`src/rtl/writeback_unit.sv`:
```
// -----------------------------------------------------------------------------
// writeback_unit
//
// Producer side of the register-file write port. It merges two result streams
// into a single registered write per cycle:
//   - load results from data memory (never stalled, highest priority), with
//     RISC-V byte/halfword extraction and sign/zero extension applied first;
//   - ALU results (valid/ready handshake), held in a small circular FIFO
//     whenever they cannot be written straight away.
//
// Optional feature: define WB_STALL_COUNT_EN to build the saturating
// stall_cycles counter. When it is undefined, stall_cycles is tied to zero and
// the port list does not change.
//
// Ports:
//   clock, reset          rising-edge clock, asynchronous active-high reset
//   alu_valid/alu_ready   ALU result handshake
//   alu_rd, alu_data      ALU destination register and result
//   mem_valid             load result present this cycle (always consumed)
//   mem_rd, mem_data      load destination and raw aligned memory word
//   mem_funct3            load type (lb/lh/lw/lbu/lhu)
//   mem_byte_off          load address[1:0]
//   write_enable          register-file write strobe (registered)
//   addr_rd, data_rd      register-file write address and data (registered)
//   alu_pending           ALU FIFO occupancy
//   stall_cycles          count of cycles with alu_valid && !alu_ready
// -----------------------------------------------------------------------------
module writeback_unit #(
   parameter int DATAW          = 32,
   parameter int ADDRW          = 5,
   parameter int ALU_FIFO_DEPTH = 2
) (
   input  logic                              clock,
   input  logic                              reset,
   input  logic                              alu_valid,
   output logic                              alu_ready,
   input  logic [ADDRW-1:0]                  alu_rd,
   input  logic [DATAW-1:0]                  alu_data,
   input  logic                              mem_valid,
   input  logic [ADDRW-1:0]                  mem_rd,
   input  logic [DATAW-1:0]                  mem_data,
   input  logic [2:0]                        mem_funct3,
   input  logic [1:0]                        mem_byte_off,
   output logic                              write_enable,
   output logic [ADDRW-1:0]                  addr_rd,
   output logic [DATAW-1:0]                  data_rd,
   output logic [$clog2(ALU_FIFO_DEPTH):0]   alu_pending,
   output logic [31:0]                       stall_cycles
);

   localparam int PW = $clog2(ALU_FIFO_DEPTH);
   localparam logic [PW:0] FULL_COUNT = ALU_FIFO_DEPTH[PW:0];

   // Byte/halfword extraction with sign or zero extension. Reserved funct3
   // encodings fall through to a full-word load.
   function automatic logic [DATAW-1:0] load_extract(
      input logic [DATAW-1:0] word,
      input logic [2:0]       funct3,
      input logic [1:0]       off
   );
      logic [7:0]  b;
      logic [15:0] h;
      logic [DATAW-1:0] res;
      case (off)
         2'd0:    b = word[7:0];
         2'd1:    b = word[15:8];
         2'd2:    b = word[23:16];
         2'd3:    b = word[31:24];
         default: b = word[7:0];
      endcase
      h = off[1] ? word[31:16] : word[15:0];
      case (funct3)
         3'b000:  res = {{(DATAW-8){b[7]}}, b};
         3'b001:  res = {{(DATAW-16){h[15]}}, h};
         3'b100:  res = {{(DATAW-8){1'b0}}, b};
         3'b101:  res = {{(DATAW-16){1'b0}}, h};
         default: res = word;
      endcase
      return res;
   endfunction

   logic [ADDRW-1:0] r_fifo_rd   [ALU_FIFO_DEPTH];
   logic [DATAW-1:0] r_fifo_data [ALU_FIFO_DEPTH];
   logic [PW-1:0]    r_wr_ptr;
   logic [PW-1:0]    r_rd_ptr;
   logic [PW:0]      r_count;

   logic             r_write_enable;
   logic [ADDRW-1:0] r_addr_rd;
   logic [DATAW-1:0] r_data_rd;

   logic             w_full;
   logic             w_not_empty;
   logic             w_alu_ready;
   logic             w_alu_hs;
   logic             w_push;
   logic             w_pop;
   logic             w_sel_valid;
   logic [ADDRW-1:0] w_sel_rd;
   logic [DATAW-1:0] w_sel_data;
   logic [DATAW-1:0] w_load_data;

   assign w_full      = (r_count == FULL_COUNT);
   assign w_not_empty = (r_count != {(PW+1){1'b0}});
   // A full FIFO refuses a push even if it pops in the same cycle.
   assign w_alu_ready = !w_full && !reset;
   assign w_alu_hs    = alu_valid && w_alu_ready;
   assign w_load_data = load_extract(mem_data, mem_funct3, mem_byte_off);

   // Source selection: load, then FIFO head, then ALU bypass.
   always_comb begin
      w_sel_valid = 1'b0;
      w_sel_rd    = r_addr_rd;
      w_sel_data  = r_data_rd;
      w_push      = 1'b0;
      w_pop       = 1'b0;
      if (mem_valid) begin
         w_sel_valid = 1'b1;
         w_sel_rd    = mem_rd;
         w_sel_data  = w_load_data;
         w_push      = w_alu_hs;
      end else if (w_not_empty) begin
         w_sel_valid = 1'b1;
         w_sel_rd    = r_fifo_rd[r_rd_ptr];
         w_sel_data  = r_fifo_data[r_rd_ptr];
         w_pop       = 1'b1;
         w_push      = w_alu_hs;
      end else if (w_alu_hs) begin
         w_sel_valid = 1'b1;
         w_sel_rd    = alu_rd;
         w_sel_data  = alu_data;
      end else begin
         w_sel_valid = 1'b0;
      end
   end

   // FIFO pointers and occupancy.
   always_ff @(posedge clock or posedge reset) begin
      if (reset) begin
         r_wr_ptr <= {PW{1'b0}};
         r_rd_ptr <= {PW{1'b0}};
         r_count  <= {(PW+1){1'b0}};
      end else begin
         if (w_push) begin
            r_wr_ptr <= r_wr_ptr + {{(PW-1){1'b0}}, 1'b1};
         end
         if (w_pop) begin
            r_rd_ptr <= r_rd_ptr + {{(PW-1){1'b0}}, 1'b1};
         end
         r_count <= r_count + {{PW{1'b0}}, w_push} - {{PW{1'b0}}, w_pop};
      end
   end

   // FIFO storage; contents are don't-care until pushed, so no reset needed.
   always_ff @(posedge clock) begin
      if (w_push) begin
         r_fifo_rd[r_wr_ptr]   <= alu_rd;
         r_fifo_data[r_wr_ptr] <= alu_data;
      end
   end

   // Output register; writes to x0 are consumed but never strobed.
   always_ff @(posedge clock or posedge reset) begin
      if (reset) begin
         r_write_enable <= 1'b0;
         r_addr_rd      <= {ADDRW{1'b0}};
         r_data_rd      <= {DATAW{1'b0}};
      end else begin
         r_write_enable <= w_sel_valid && (w_sel_rd != {ADDRW{1'b0}});
         if (w_sel_valid) begin
            r_addr_rd <= w_sel_rd;
            r_data_rd <= w_sel_data;
         end
      end
   end

`ifdef WB_STALL_COUNT_EN
   logic [31:0] r_stall_cycles;

   // Saturating count of cycles in which an offered ALU result was refused.
   always_ff @(posedge clock or posedge reset) begin
      if (reset) begin
         r_stall_cycles <= 32'd0;
      end else if (alu_valid && !w_alu_ready && (r_stall_cycles != 32'hFFFF_FFFF)) begin
         r_stall_cycles <= r_stall_cycles + 32'd1;
      end
   end

   assign stall_cycles = r_stall_cycles;
`else
   assign stall_cycles = 32'd0;
`endif

   assign alu_ready    = w_alu_ready;
   assign write_enable = r_write_enable;
   assign addr_rd      = r_addr_rd;
   assign data_rd      = r_data_rd;
   assign alu_pending  = r_count;

endmodule

```
`config.mk`:
```
export PLATFORM = sky130hd
export DESIGN_NAME = writeback_unit
export DESIGN_NICKNAME = d
export VERILOG_FILES = /design/src/rtl/writeback_unit.sv
export SDC_FILE = /design/constraint.sdc
export NUM_CORES = 1
export LEC_CHECK = 0
export ABC_AREA = 1
export CAP_MARGIN = 20
export CORE_ASPECT_RATIO = 1.5
export CORE_MARGIN = 1
export CORE_UTILIZATION = 24
export CTS_BUF_LIST = sky130_fd_sc_hd__clkbuf_16
export CTS_CLUSTER_DIAMETER = 30
export CTS_CLUSTER_SIZE = 30
export DETAILED_ROUTE_END_ITERATION = 12
export DONT_BUFFER_PORTS = 1
export GPL_ROUTABILITY_DRIVEN = 1
export MAX_ROUTING_LAYER = met4
export PLACE_DENSITY_LB_ADDON = 0.2
export REMOVE_ABC_BUFFERS = 1
export SETUP_SLACK_MARGIN = 0.5
export SLEW_MARGIN = 5
export SYNTH_ARGS = -nofsm -noshare
export SYNTH_HDL_FRONTEND = slang
export SYNTH_SLANG_ARGS = --single-unit
```
`constraint.sdc`:
```
create_clock -name clock -period 3.4 [get_ports clock]
set_clock_uncertainty 0.15 [all_clocks]
set_input_delay 0.68 -clock clock [delete_from_list [all_inputs] [get_ports clock]]
set_output_delay 0.68 -clock clock [all_outputs]
set_load 0.01 [all_outputs]
```
==> impl_metrics.env <==
export IMPL_status="complete, no violations"
export IMPL_worstPathCellList="nor2_8 > nand2_4 > inv_4 > nor2_2 > inv_1 > nor2_4 > buf_12"
export IMPL_dp_slack_ns=0.8067
export IMPL_slew_headroom_pct=52.16
export IMPL_cts_root_buf="clkbuf_16"
export IMPL_fin_crit_ns=2.542
export IMPL_cts_hold_fix_buffers=0
export IMPL_drive_above_1_share_pct=7.886
export IMPL_tns_ns=0
export IMPL_routed_wl_mm=18.12
export IMPL_drc_errors=0
export IMPL_hp_class="input port to async pin"
export IMPL_cts_buffers=17
export IMPL_antenna_found_initial=0
export IMPL_grt_max_degree=43
export IMPL_timing_fmax_mhz=393.3
export IMPL_postCtsResizedCells=0
export IMPL_syn_area_um2=5898
export IMPL_fin_crit_sh_pct=74.77
export IMPL_hold_viol=0
export IMPL_drt_initial_drc_count=262
export IMPL_crit_family="simple AND/OR/NAND/NOR gates"
export IMPL_synth_warnings=0
export IMPL_first_pass_iters=4
export IMPL_coreArea_um2=23910
export IMPL_grt_usage_pct=15.54
export IMPL_cap_violations=0
export IMPL_cts_tree="built"
export IMPL_seq_area_frac_synth_pct=55.49
export IMPL_fp_dieArea_um2=25220
export IMPL_grt_overflow=0
export IMPL_multi_input_area_um2=2206
export IMPL_antenna_cells=0
export IMPL_setup_viol=0
export IMPL_synthCells=630
export IMPL_nets=707
export IMPL_vdd_ir_drop_max_mv=0.3157
export IMPL_reg2reg_slack_ns=0.86
export IMPL_grt_pass1_vias=4484
export IMPL_synth_enable_flop_cells=74
export IMPL_vias=4284
export IMPL_synth_area_per_cell_um2=9.362
export IMPL_htreeDepth=4
export IMPL_critPathCaptureType="flip-flop"
export IMPL_slew_viol_final=0
export IMPL_die_w_um=130
export IMPL_hpwl_mm=13.07
export IMPL_async_reset_ff_share_pct=36.21
export IMPL_p_per_area_nw_per_um2=781.9
export IMPL_netlist_cell_type_count=33
export IMPL_fillers=2551
export IMPL_cp_num_cells=7
export IMPL_rsz0062_at_grt="false"
export IMPL_worstSetupPathType="flip-flop to flip-flop"
export IMPL_clk_latency_ns=0.40
export IMPL_critPathArrivalTime_ns=2.50
export IMPL_rows=69
export IMPL_grt_first_pass_wirelength_mm=27.56
export IMPL_clockBufferDepth=2
export IMPL_path_max_fanout=32
export IMPL_portBuffers=0
export IMPL_synth_seq_cells=116
export IMPL_area_delta_synth_final_pct=12.01
export IMPL_leakage_nw=2.681
export IMPL_dieHeight_um=194
export IMPL_drtAntennaViolNets=0
export IMPL_ioPinCount=156
export IMPL_initial_core_util_pct=24.66
export IMPL_vias_per_cell=4.495
export IMPL_max_stage_delay_ns=0.62
export IMPL_cp_start_kind="flip-flop"
export IMPL_cp_buffers_inverters=3
export IMPL_setup_slack_ns=0.8577
export IMPL_synth_flop_cell="edfxtp_1"
export IMPL_final_seq_area_um2=3274
export IMPL_worstMarginPinSlew_ns=0.7175
export IMPL_worstPathRequired_ns=3.36
export IMPL_cpMaxStageDelayCell="dfrtp_1"
export IMPL_wl_per_cell_um=19.01
export IMPL_cts_clk_slew_worst_paths_ns=0.05
export IMPL_post_cts_buffers=0
export IMPL_reg2reg_depth=7
export IMPL_cts_sinks=116
export IMPL_place_gp_congestion=0.7670
==> per-stage QoR <==
| step | instances | utilization [%] | instance area [um2] | hold slack (ns) | power [mW] |
|---|---|---|---|---|---|
| final | 953 | 27.63 | 6606 | 0.2074 | 5.166 |
| after global routing | 953 | 27.63 | 6606 | 0.1965 | 5.487 |
| after CTS | 953 | 27.63 | 6606 | 0.2001 | 5.257 |
| after detailed placement | 922 | 25.33 | 6058 | 0.4470 | 3.573 |
| after global placement | 921 | 25.27 | 6043 | 0.4364 | 3.535 |
| after floorplan | 597 | - | 5565 | 0.3531 | 3.096 |
==> state kept, by name (all words and copies together) (netlist names) <==
signal and flops:
r_fifo_data 64, data_rd 32, r_fifo_rd 10, addr_rd 5
alu_pending 2, r_rd_ptr 1, r_wr_ptr 1, write_enable 1
==> synthesized netlist by cell type (all sizes together) (6+ instances only) <==
cell type  count  area (um2)
inv           24       97.60
dfrtp         42        1051
o21ai         40       204.0
o211ai         9       67.56
buf           59       426.7
edfxtp        74        2222
nor2          91       370.3
mux2i         22       220.2
a21boi         6       45.04
nand2        147       566.8
nand3         40       212.7
a21oi         58       290.3
==> worst paths after layout <==
path,from,endpoint
min in group clock,alu_data[10],r_fifo_data[1][10]
setup / recovery,alu_pending[1],r_fifo_data[0][16]
hold / removal,reset,alu_pending[1]
hold reg to reg,data_rd[26],data_rd[26]
setup reg to reg,alu_pending[1],r_fifo_data[0][16]
max in group asynchronous,reset,r_rd_ptr
==> kinds of logic (layout without fill, tap and decap cells) <==
kind of cell | Yosys count | count (layout) | synth area share (%)
AND/OR/NAND/NOR | 280 | 280 | 19.71
multiplexers | 22 | 22 | 3.734
buffers and inverters | 89 | 62 | 9.334
AO/OA/AOI/OAI | 117 | 117 | 10.80
XOR/XNOR | 3 | 3 | 0.4456
other | 1 | 32 | 0.06358
adder cells (fa/ha/maj) | 2 | 2 | 0.4242
flip-flops | 116 | 116 | 55.49
==> cells in the final DEF (no fill, tap or decap), types with 6 or more instances in the layout <==
cell type	instances
edfxtp_1	74
nand3_1	39
inv_1	20
a21oi_1	58
conb_1	32
o21ai_0	39
dfrtp_1	41
nor2_1	85
clkbuf_16	17
nand2_1	145
o211ai_1	9
mux2i_1	22
a21boi_0	6
==> worst reg2reg max path, cell delays in order, from the launching register on <==
cell     delay (ns)
dfrtp_1        0.62
nor2_8         0.11
nand2_4        0.11
inv_4          0.16
nor2_2         0.16
inv_1          0.12
nor2_4         0.53
buf_12         0.27
==> routing by layer <==
metal  up-vias  track usage, %  part of all wire, %
li1       2050               -                    -
met1      2069           15.69                   36
met2       151           27.25                   54
met3        14           5.822                  8.6
met4         0           4.823                  1.2
met5         -               -                    0
==> where the power goes <==
| part | internal, mW | switching [mW] | total [mW] |
|---|---|---|---|
| clock network | 1.05 | 0.613 | 1.67 |
| registers | 1.87 | 0.417 | 2.29 |
| logic | 0.436 | 0.774 | 1.21 |
| total | 3.36 | 1.80 | 5.17 |
==> final cells by class <==
class / instances / share of cell area [%]
clock buffer: 17 / 6.439
clock inverter: 14 / 1.856
multi-input combinational: 456 / 33.39
timing repair buffer: 6 / 1.174
tap: 319 / 6.042
sequential: 116 / 49.56
inverter: 25 / 1.534
Note: power is estimated with default switching activity, not from simulation.
